**src/rtl/hazard_pkg.sv**
```systemverilog
// Shared opcode/funct constants, mult/div FSM state type and decode helpers
// for the pipeline hazard/stall controller.
package hazard_pkg;

    localparam logic [5:0] OP_RTYPE = 6'h00;
    localparam logic [5:0] OP_J     = 6'h02;
    localparam logic [5:0] OP_JAL   = 6'h03;
    localparam logic [5:0] OP_BEQ   = 6'h04;
    localparam logic [5:0] OP_BNE   = 6'h05;
    localparam logic [5:0] OP_LUI   = 6'h0F;
    localparam logic [5:0] OP_LW    = 6'h23;
    localparam logic [5:0] OP_SW    = 6'h2B;

    localparam logic [5:0] FN_SLL   = 6'h00;
    localparam logic [5:0] FN_SRL   = 6'h02;
    localparam logic [5:0] FN_SRA   = 6'h03;
    localparam logic [5:0] FN_MFHI  = 6'h10;
    localparam logic [5:0] FN_MTHI  = 6'h11;
    localparam logic [5:0] FN_MFLO  = 6'h12;
    localparam logic [5:0] FN_MTLO  = 6'h13;
    localparam logic [5:0] FN_MULT  = 6'h18;
    localparam logic [5:0] FN_MULTU = 6'h19;
    localparam logic [5:0] FN_DIV   = 6'h1A;
    localparam logic [5:0] FN_DIVU  = 6'h1B;

    typedef enum logic {
        MD_IDLE = 1'b0,
        MD_BUSY = 1'b1
    } md_state_t;

    // mult, multu, div, divu: the ops that occupy the unit
    function automatic logic is_mult_div(input logic [5:0] op, input logic [5:0] funct);
        return (op == OP_RTYPE) &&
               ((funct == FN_MULT) || (funct == FN_MULTU) ||
                (funct == FN_DIV)  || (funct == FN_DIVU));
    endfunction

    function automatic logic is_div_op(input logic [5:0] funct);
        return (funct == FN_DIV) || (funct == FN_DIVU);
    endfunction

    // Any op that must wait for the unit: mult*/div* plus HI/LO moves
    function automatic logic is_md_class(input logic [5:0] op, input logic [5:0] funct);
        return is_mult_div(op, funct) ||
               ((op == OP_RTYPE) &&
                ((funct == FN_MFHI) || (funct == FN_MTHI) ||
                 (funct == FN_MFLO) || (funct == FN_MTLO)));
    endfunction

endpackage

```
**src/rtl/md_busy_timer.sv**
```systemverilog
// Mult/div unit occupancy FSM: IDLE/BUSY with a registered down-counter of
// remaining busy cycles. Starts are ignored while BUSY.
module md_busy_timer
    import hazard_pkg::*;
#(
    parameter int MULT_CYCLES = 5,
    parameter int DIV_CYCLES  = 10,
    parameter int CNT_W       = 4
) (
    input  logic             clk,
    input  logic             reset_n,
    input  logic             start,
    input  logic             is_div,
    output logic             busy,
    output logic [CNT_W-1:0] cnt
);

    localparam logic [CNT_W-1:0] MULT_LOAD = CNT_W'(MULT_CYCLES - 1);
    localparam logic [CNT_W-1:0] DIV_LOAD  = CNT_W'(DIV_CYCLES - 1);
    localparam logic [CNT_W-1:0] CNT_ONE   = CNT_W'(1);
    localparam logic [CNT_W-1:0] CNT_ZERO  = CNT_W'(0);

    md_state_t        state_r;
    logic [CNT_W-1:0] cnt_r;
    logic             busy_r;

    // IDLE/BUSY state machine with down-counter and registered busy flag
    always_ff @(posedge clk or negedge reset_n) begin
        if (!reset_n) begin
            state_r <= MD_IDLE;
            cnt_r   <= CNT_ZERO;
            busy_r  <= 1'b0;
        end else begin
            case (state_r)
                MD_IDLE: begin
                    if (start) begin
                        state_r <= MD_BUSY;
                        busy_r  <= 1'b1;
                        cnt_r   <= is_div ? DIV_LOAD : MULT_LOAD;
                    end else begin
                        state_r <= MD_IDLE;
                        busy_r  <= 1'b0;
                        cnt_r   <= CNT_ZERO;
                    end
                end
                MD_BUSY: begin
                    if (cnt_r <= CNT_ONE) begin
                        state_r <= MD_IDLE;
                        busy_r  <= 1'b0;
                        cnt_r   <= CNT_ZERO;
                    end else begin
                        state_r <= MD_BUSY;
                        busy_r  <= 1'b1;
                        cnt_r   <= cnt_r - CNT_ONE;
                    end
                end
                default: begin
                    state_r <= MD_IDLE;
                    busy_r  <= 1'b0;
                    cnt_r   <= CNT_ZERO;
                end
            endcase
        end
    end

    assign busy = busy_r;
    assign cnt  = cnt_r;

endmodule

```
**src/rtl/hazard_stall_ctrl.sv**
```systemverilog
// Pipeline hazard/stall controller: load-use, branch-on-load-in-M and mult/div
// busy stalls. Optional stall-cycle performance counter under STALL_PERF_EN.
module hazard_stall_ctrl
    import hazard_pkg::*;
#(
    parameter int MULT_CYCLES = 5,
    parameter int DIV_CYCLES  = 10,
    parameter int CNT_W       = 4
) (
    input  logic             clk,
    input  logic             reset_n,
    input  logic [31:0]      instr_D,
    input  logic [31:0]      instr_E,
    input  logic [31:0]      instr_M,
    output logic             stall,
    output logic             flush_DE,
    output logic             md_start,
    output logic             md_busy,
    output logic [CNT_W-1:0] md_cnt,
    output logic [31:0]      perf_stall_cnt
);

    logic [5:0] op_d_s, funct_d_s, op_e_s, funct_e_s, op_m_s;
    logic [4:0] rs_d_s, rt_d_s, rt_e_s, rt_m_s;
    logic       reads_rs_s, reads_rt_s;
    logic       load_use_s, branch_m_s, md_stall_s;
    logic       md_start_s, is_div_e_s, timer_busy_s, stall_s;
    logic       unused_s;

    assign op_d_s    = instr_D[31:26];
    assign rs_d_s    = instr_D[25:21];
    assign rt_d_s    = instr_D[20:16];
    assign funct_d_s = instr_D[5:0];
    assign op_e_s    = instr_E[31:26];
    assign rt_e_s    = instr_E[20:16];
    assign funct_e_s = instr_E[5:0];
    assign op_m_s    = instr_M[31:26];
    assign rt_m_s    = instr_M[20:16];
    assign unused_s  = ^{instr_D[15:6], instr_E[25:21], instr_E[15:6],
                         instr_M[25:21], instr_M[15:0]};

    // Register-read decode of the instruction in D
    always_comb begin
        reads_rs_s = 1'b1;
        reads_rt_s = 1'b0;
        if ((op_d_s == OP_J) || (op_d_s == OP_JAL) || (op_d_s == OP_LUI)) begin
            reads_rs_s = 1'b0;
        end else if ((op_d_s == OP_RTYPE) &&
                     ((funct_d_s == FN_SLL) || (funct_d_s == FN_SRL) ||
                      (funct_d_s == FN_SRA))) begin
            reads_rs_s = 1'b0;
        end else begin
            reads_rs_s = 1'b1;
        end
        if ((op_d_s == OP_RTYPE) || (op_d_s == OP_BEQ) ||
            (op_d_s == OP_BNE)   || (op_d_s == OP_SW)) begin
            reads_rt_s = 1'b1;
        end else begin
            reads_rt_s = 1'b0;
        end
    end

    // Hazard terms; $0 destinations never create a dependency
    always_comb begin
        load_use_s = 1'b0;
        branch_m_s = 1'b0;
        if ((op_e_s == OP_LW) && (rt_e_s != 5'd0)) begin
            load_use_s = (reads_rs_s && (rs_d_s == rt_e_s)) ||
                         (reads_rt_s && (rt_d_s == rt_e_s));
        end else begin
            load_use_s = 1'b0;
        end
        if (((op_d_s == OP_BEQ) || (op_d_s == OP_BNE)) &&
            (op_m_s == OP_LW) && (rt_m_s != 5'd0)) begin
            branch_m_s = (rs_d_s == rt_m_s) || (rt_d_s == rt_m_s);
        end else begin
            branch_m_s = 1'b0;
        end
    end

    // A mult/div arriving in E while BUSY is malformed and must not restart the unit
    assign md_start_s = is_mult_div(op_e_s, funct_e_s) && !timer_busy_s;
    assign is_div_e_s = is_div_op(funct_e_s);
    assign md_stall_s = is_md_class(op_d_s, funct_d_s) && (timer_busy_s || md_start_s);
    assign stall_s    = load_use_s | branch_m_s | md_stall_s;

    md_busy_timer #(
        .MULT_CYCLES (MULT_CYCLES),
        .DIV_CYCLES  (DIV_CYCLES),
        .CNT_W       (CNT_W)
    ) u_md_busy_timer (
        .clk     (clk),
        .reset_n (reset_n),
        .start   (md_start_s),
        .is_div  (is_div_e_s),
        .busy    (timer_busy_s),
        .cnt     (md_cnt)
    );

    assign stall    = stall_s;
    assign flush_DE = stall_s;
    assign md_start = md_start_s;
    assign md_busy  = timer_busy_s | md_start_s;

`ifdef STALL_PERF_EN
    logic [31:0] perf_r;

    // Saturating count of edges on which the pipeline was stalled
    always_ff @(posedge clk or negedge reset_n) begin
        if (!reset_n) begin
            perf_r <= 32'h0000_0000;
        end else if (stall_s && (perf_r != 32'hFFFF_FFFF)) begin
            perf_r <= perf_r + 32'd1;
        end else begin
            perf_r <= perf_r;
        end
    end

    assign perf_stall_cnt = perf_r;
`else
    assign perf_stall_cnt = 32'h0000_0000;
`endif

endmodule
```
**config.mk**
```make
export PLATFORM = sky130hd
export DESIGN_NAME = hazard_stall_ctrl
export DESIGN_NICKNAME = d
export VERILOG_FILES = /design/src/rtl/hazard_pkg.sv /design/src/rtl/md_busy_timer.sv /design/src/rtl/hazard_stall_ctrl.sv
export SDC_FILE = /design/constraint.sdc
export NUM_CORES = 1
export LEC_CHECK = 0
export CORE_MARGIN = 4
export CORE_UTILIZATION = 21
export CTS_CLUSTER_DIAMETER = 100
export DETAILED_ROUTE_END_ITERATION = 7
export PLACE_DENSITY = 0.78
export REMOVE_ABC_BUFFERS = 1
export SETUP_SLACK_MARGIN = 0.15
export SYNTH_ARGS = -nofsm -noshare
export SYNTH_HDL_FRONTEND = slang
export SYNTH_SLANG_ARGS = --single-unit
```
**constraint.sdc**
```tcl
create_clock -name clk -period 3 [get_ports clk]
set_input_delay 0.9 -clock clk [delete_from_list [all_inputs] [get_ports clk]]
set_output_delay 0.9 -clock clk [all_outputs]
set_load 0.01 [all_outputs]
```
Word-level counts from Yosys, hierarchy flattened --
Index checks and enable logic that the tools add are counted.
Storage, ports and cells: output and inout port bits 40, word-level logic and storage cells 85, flip-flop bits (word level) 5
Operators by class: add/subtract/negate cells 1, reductions and logical operators 39, equality and inequality tests 26, magnitude comparators 1, bitwise operators 4, multiplexer cells 12
Operators with widths (number):
- == test 6 x 5 -> 1 bit, second input constant | 12
- == test 6 x 2 -> 1 bit, second input constant | 4
- logical OR 1 bit | 22
- == test 5 bit | 4
- == test 6 bit, second input constant | 3
- logical NOT 6 bit | 3
- == test 6 x 3 -> 1 bit, second input constant | 2
- two-way mux 4 bit | 3
- logical AND 1 bit | 11
- nonzero test 5 bit | 2
- one-hot mux 4 bit (2 select lines) | 1
- two-way mux 1 bit | 7
- == test 6 x 4 -> 1 bit, second input constant | 1
- <= comparator 4 x 1 -> 1 bit, second input constant | 1
- subtractor 4 x 1 -> 4 bit, second input constant | 1
- OR 1 bit | 3
- one-hot mux 1 bit (2 select lines) | 1
- logical NOT 1 bit | 1
- NOT 1 bit | 1

Logic depth before layout (Yosys ltp) --
word-level depth 11, mapped depth 6, gate-level depth less buffers 6

Cells and area by module --
From an unflattened synthesis, not the netlist that was laid out.
Second synthesis, totals: cell total of the unflattened synthesis 115, area, all modules 915.9 sq um
By module, submodules not included:
- hazard_stall_ctrl | cells an instance 92, area an instance 664.4 sq um, instances 1
- md_busy_timer | cells an instance 23, area an instance 251.5 sq um, instances 1

Worst setup path after synthesis --
No wires, ideal clock.
path kind input to output, start in instr_D[26], end out stall, arrival 2.185 ns, stages on the path 6, data required time 2.100 ns, slack -0.085 ns, path buffers 1, path through nor4_1 nand2_1 o41ai_2 o41ai_1 a221o_1 buf_4
On the way: word-level cells in the longest chain between the ends 10, elaborated cells on any way between the ends 30, those cells by class 6 x eq/ne; 5 x mux; 2 x bitwise; 17 x reduce/logical
RTL lines:
- from (decl) | RTL line hazard_stall_ctrl.sv:12 | input logic [31:0] instr_D,
- == test 6 x 3 -> 1 bit or logical NOT 6 bit (tied branches)
- logical OR 1 bit (2 in series) | RTL line hazard_stall_ctrl.sv:55 | if ((op_d_s == OP_RTYPE) || (op_d_s == OP_BEQ) ||
- logical OR 1 bit | RTL line hazard_stall_ctrl.sv:56 | (op_d_s == OP_BNE) || (op_d_s == OP_SW)) begin
- two-way mux 1 bit | RTL line hazard_stall_ctrl.sv:55
- logical AND 1 bit | RTL line hazard_stall_ctrl.sv:69 | (reads_rt_s && (rt_d_s == rt_e_s));
- logical OR 1 bit | RTL line hazard_stall_ctrl.sv:68 | load_use_s = (reads_rs_s && (rs_d_s == rt_e_s)) ||
- two-way mux 1 bit | RTL line hazard_stall_ctrl.sv:67 | if ((op_e_s == OP_LW) && (rt_e_s != 5'd0)) begin
- OR 1 bit | RTL line hazard_stall_ctrl.sv:85 | assign stall_s = load_use_s | branch_m_s | md_stall_s;
- OR 1 bit * | RTL line hazard_stall_ctrl.sv:85
- to (decl) | RTL line hazard_stall_ctrl.sv:15 | output logic stall,
Mark *: on every way between the ends. The rest lies on a longest branch, timed or not.

Worst setup path after layout --
start in instr_D[29], end out flush_DE
On the way: word-level cells in the longest chain between the ends 10, elaborated cells on any way between the ends 30, those cells by class 6 x eq/ne; 5 x mux; 2 x bitwise; 17 x reduce/logical
RTL lines:
- == test 6 x 3 -> 1 bit or logical NOT 6 bit (tied branches)
- logical OR 1 bit (2 in series) | RTL line hazard_stall_ctrl.sv:55
- logical OR 1 bit | RTL line hazard_stall_ctrl.sv:56
- two-way mux 1 bit | RTL line hazard_stall_ctrl.sv:55
- logical AND 1 bit | RTL line hazard_stall_ctrl.sv:69
- logical OR 1 bit | RTL line hazard_stall_ctrl.sv:68
- two-way mux 1 bit | RTL line hazard_stall_ctrl.sv:67
- OR 1 bit | RTL line hazard_stall_ctrl.sv:85
- OR 1 bit * | RTL line hazard_stall_ctrl.sv:85
- to (decl) | RTL line hazard_stall_ctrl.sv:16 | output logic flush_DE,
Marked as above.

==> metrics <==
status=finished, violations left; failing checks=setup timing; Critical Path End Type=output port; vias in the first global route=1032; gpl congestion=0.7543; I/O pin total=138; worst clock skew=0.5583 ps; final worst slack=-223.9 ps; largest area contributor in the netlist=buf_4; initial antenna violation count=0; Post-Syn Instances=113; Worst Path Required=2100 ps; VDD IR max=198.6 uV; die height=73.68 um; max_cap viols=0; Worst-path clk slew=30 ps; worst reg2reg path depth=5; FF-to-FF Start=u_md_busy_timer.cnt[0]; root buffer cell=clkbuf_8; row cnt=23; Remaining DRCs=0; Tcrit/Tclk final=107.5%; Initial Util=22.17%; syn avg cell area=8.017 um2; Hold Buf Count CTS=0; arrival time at the worst endpoint=2320 ps; synthesis-to-layout area growth=81.49%; Layout fillers=421; Worst-Margin Slew=566.2 ps; post-synthesis sequential area ratio=13.81%; critical path launch point type=primary input; DP Cell Count=237; placed wire-length estimate=2.604 mm; Final Non-Filler Cells=247; Core Footprint=4086 um2; Worst R2R Setup Slack=1460 ps; htree depth=1; fin crit period=3224 ps; Tot GR Track Use=11.56%; CP endpoint=flush_DE; Max clock buf depth=2; number of synthesis warnings=0; top-area cell type share of the netlist area=27.35%; iteration count of the initial detailed-routing pass=4; Pleak=0.8256 nW; Worst Path Max Fanout=5; Nets=298; Clock Latency Late Sink=220 ps; Final setup viols=2; endpoints failing hold=0; layout cell share with drive strength beyond 1=36.55%; Tot Pwr=0.3418 mW; most area-consuming cells after synthesis=buf_4 (27%), dfrtp_1 (14%), xnor2_1 (13%); First DRT Iteration DRCs=26; die footprint=5429 um2; GRT Residual Overflow=0; WL/cell=12.84 um; port buffer count=58; via count=1027; vias per cell=4.158; die width=73.68 um; CTS Buf Count=3; reg-to-reg endpoint=u_md_busy_timer.cnt[2]; Seq cells post-synth=5; worst min path class=flop to flop; pin count of the biggest net entering global routing=6; Unique masters post-synth=30; Post-DRT Antenna Nets=0; Crit. Startpoint=instr_D[29]; hold depth=1; clock sinks=5; Cell Pwr Density=207.9 nW/um2; TritonCTS clock tree=yes; Post-Syn Area=905.9 um2; WL final=3.172 mm; critical path class=primary input to output port; Slew Viols, Final=0; wire length of the first global-routing pass=4.802 mm; f_max=310.2 MHz; unrepaired setup endpoints after global routing=yes; number of diodes=0; relative slew slack=61.93%
synthesized netlist by cell type, drive strengths merged:
cell	number
conb	1
o41ai	2
nor2b	2
nand4	4
nor2	5
nor3	6
buf	33
o211ai	2
xor2	9
nand2	3
or2	1
o21ai	2
inv	3
or4	2
xnor2	13
nor4	4
o31ai	1
dfrtp	5
and3	3
ha	2
o22ai	1
a221o	1
a21oi	2
nand3	3
mux2i	1
nand2b	2
registers in the layout, indices dropped and copies added, names as in the netlist:
register	flops
u_md_busy_timer.state_r	1
u_md_busy_timer.cnt	4
critical path, stage by stage:
cell and delay [ps]:
buf_6 110, nor4_4 310, nand2_2 100, o41ai_4 310, o41ai_2 90, a221o_1 340, buf_2 150
placed cells by master (no fill, tap or decap), types with 3 or more instances in the layout:
cell and n:
clkdlybuf4s50_1 13, buf_4 24, nor2_1 5, buf_6 3, dfrtp_1 5, dlygate4sd2_1 13
clkbuf_8 3, conb_1 32, nor4_4 3, buf_8 3, buf_2 9, xnor2_1 13
clkbuf_2 12, nand3_1 3, xor2_1 8, nor3_1 4, clkdlybuf4s15_1 3, nand4_1 4
report_power, final:
part	switching (mW)	total, mW	internal [mW]
clock	0.0331	0.124	0.0912
sequential	0.0000373	0.0679	0.0679
combinational	0.0705	0.150	0.0791
how the worst min path moves through the flow:
stage,start,endpoint,slack (ps)
after CTS,u_md_busy_timer.cnt[0],u_md_busy_timer.cnt[0],570
after floorplan,u_md_busy_timer.state_r,u_md_busy_timer.state_r,540
after detailed placement,u_md_busy_timer.cnt[0],u_md_busy_timer.cnt[0],560
after global placement,u_md_busy_timer.cnt[0],u_md_busy_timer.cnt[0],560
final,u_md_busy_timer.cnt[0],u_md_busy_timer.cnt[0],560
after global routing,u_md_busy_timer.cnt[0],u_md_busy_timer.cnt[0],590
metrics by stage:
step                      hold WS, ps  worst slack (ps)  TNS [ps]  utilization, %  area, um2
after floorplan                 535.7             41.22         0               -      774.5
after global placement          556.2            -982.8     -2975           38.00       1553
after detailed placement        564.0             -1054     -3049           38.00       1553
after CTS                       569.1            -180.2    -359.4           39.87       1629
after global routing            588.9            -291.8    -578.4           40.23       1644
final                           562.7            -223.9    -447.7           40.23       1644
repair_timing:
item / 4_1_cts / 5_1_grt
resized for setup: 117 / 30
endpoints found under the setup margin: 4 / 4
pin swaps: 18 / 15
buffers inserted: 3 / 3
cell type report:
type | instances | area [um2] | area share (%)
Multi-Input combinational cell | 103 | 738.2 | 44.90
Timing Repair Buffer | 82 | 661.9 | 40.26
Sequential cell | 5 | 125.1 | 7.610
Tap cell | 50 | 62.56 | 3.805
Clock buffer | 4 | 45.04 | 2.740
Inverter | 3 | 11.26 | 0.6849
logic make-up after synthesis:
family                   after synthesis  synth area share [%]
other                                  1                0.4140
buffers and inverters                 36                 28.59
adder cells (fa/ha/maj)                2                 2.762
AND/OR/NAND/NOR                       35                 22.79
AO/OA/AOI/OAI                         11                 9.255
XOR/XNOR                              22                 21.27
flip-flops                             5                 13.81
multiplexers                           1                 1.105
layer usage:
metal / vias to the layer above / track usage (%) / wire length, um
met5: - / 0 / 0
met2: 58 / 21.85 / 1709
li1: 497 / - / -
met3: 6 / 2.599 / 401
met1: 466 / 11.71 / 1006
met4: 0 / 5.634 / 54
Power figures use the tool's default switching activity.
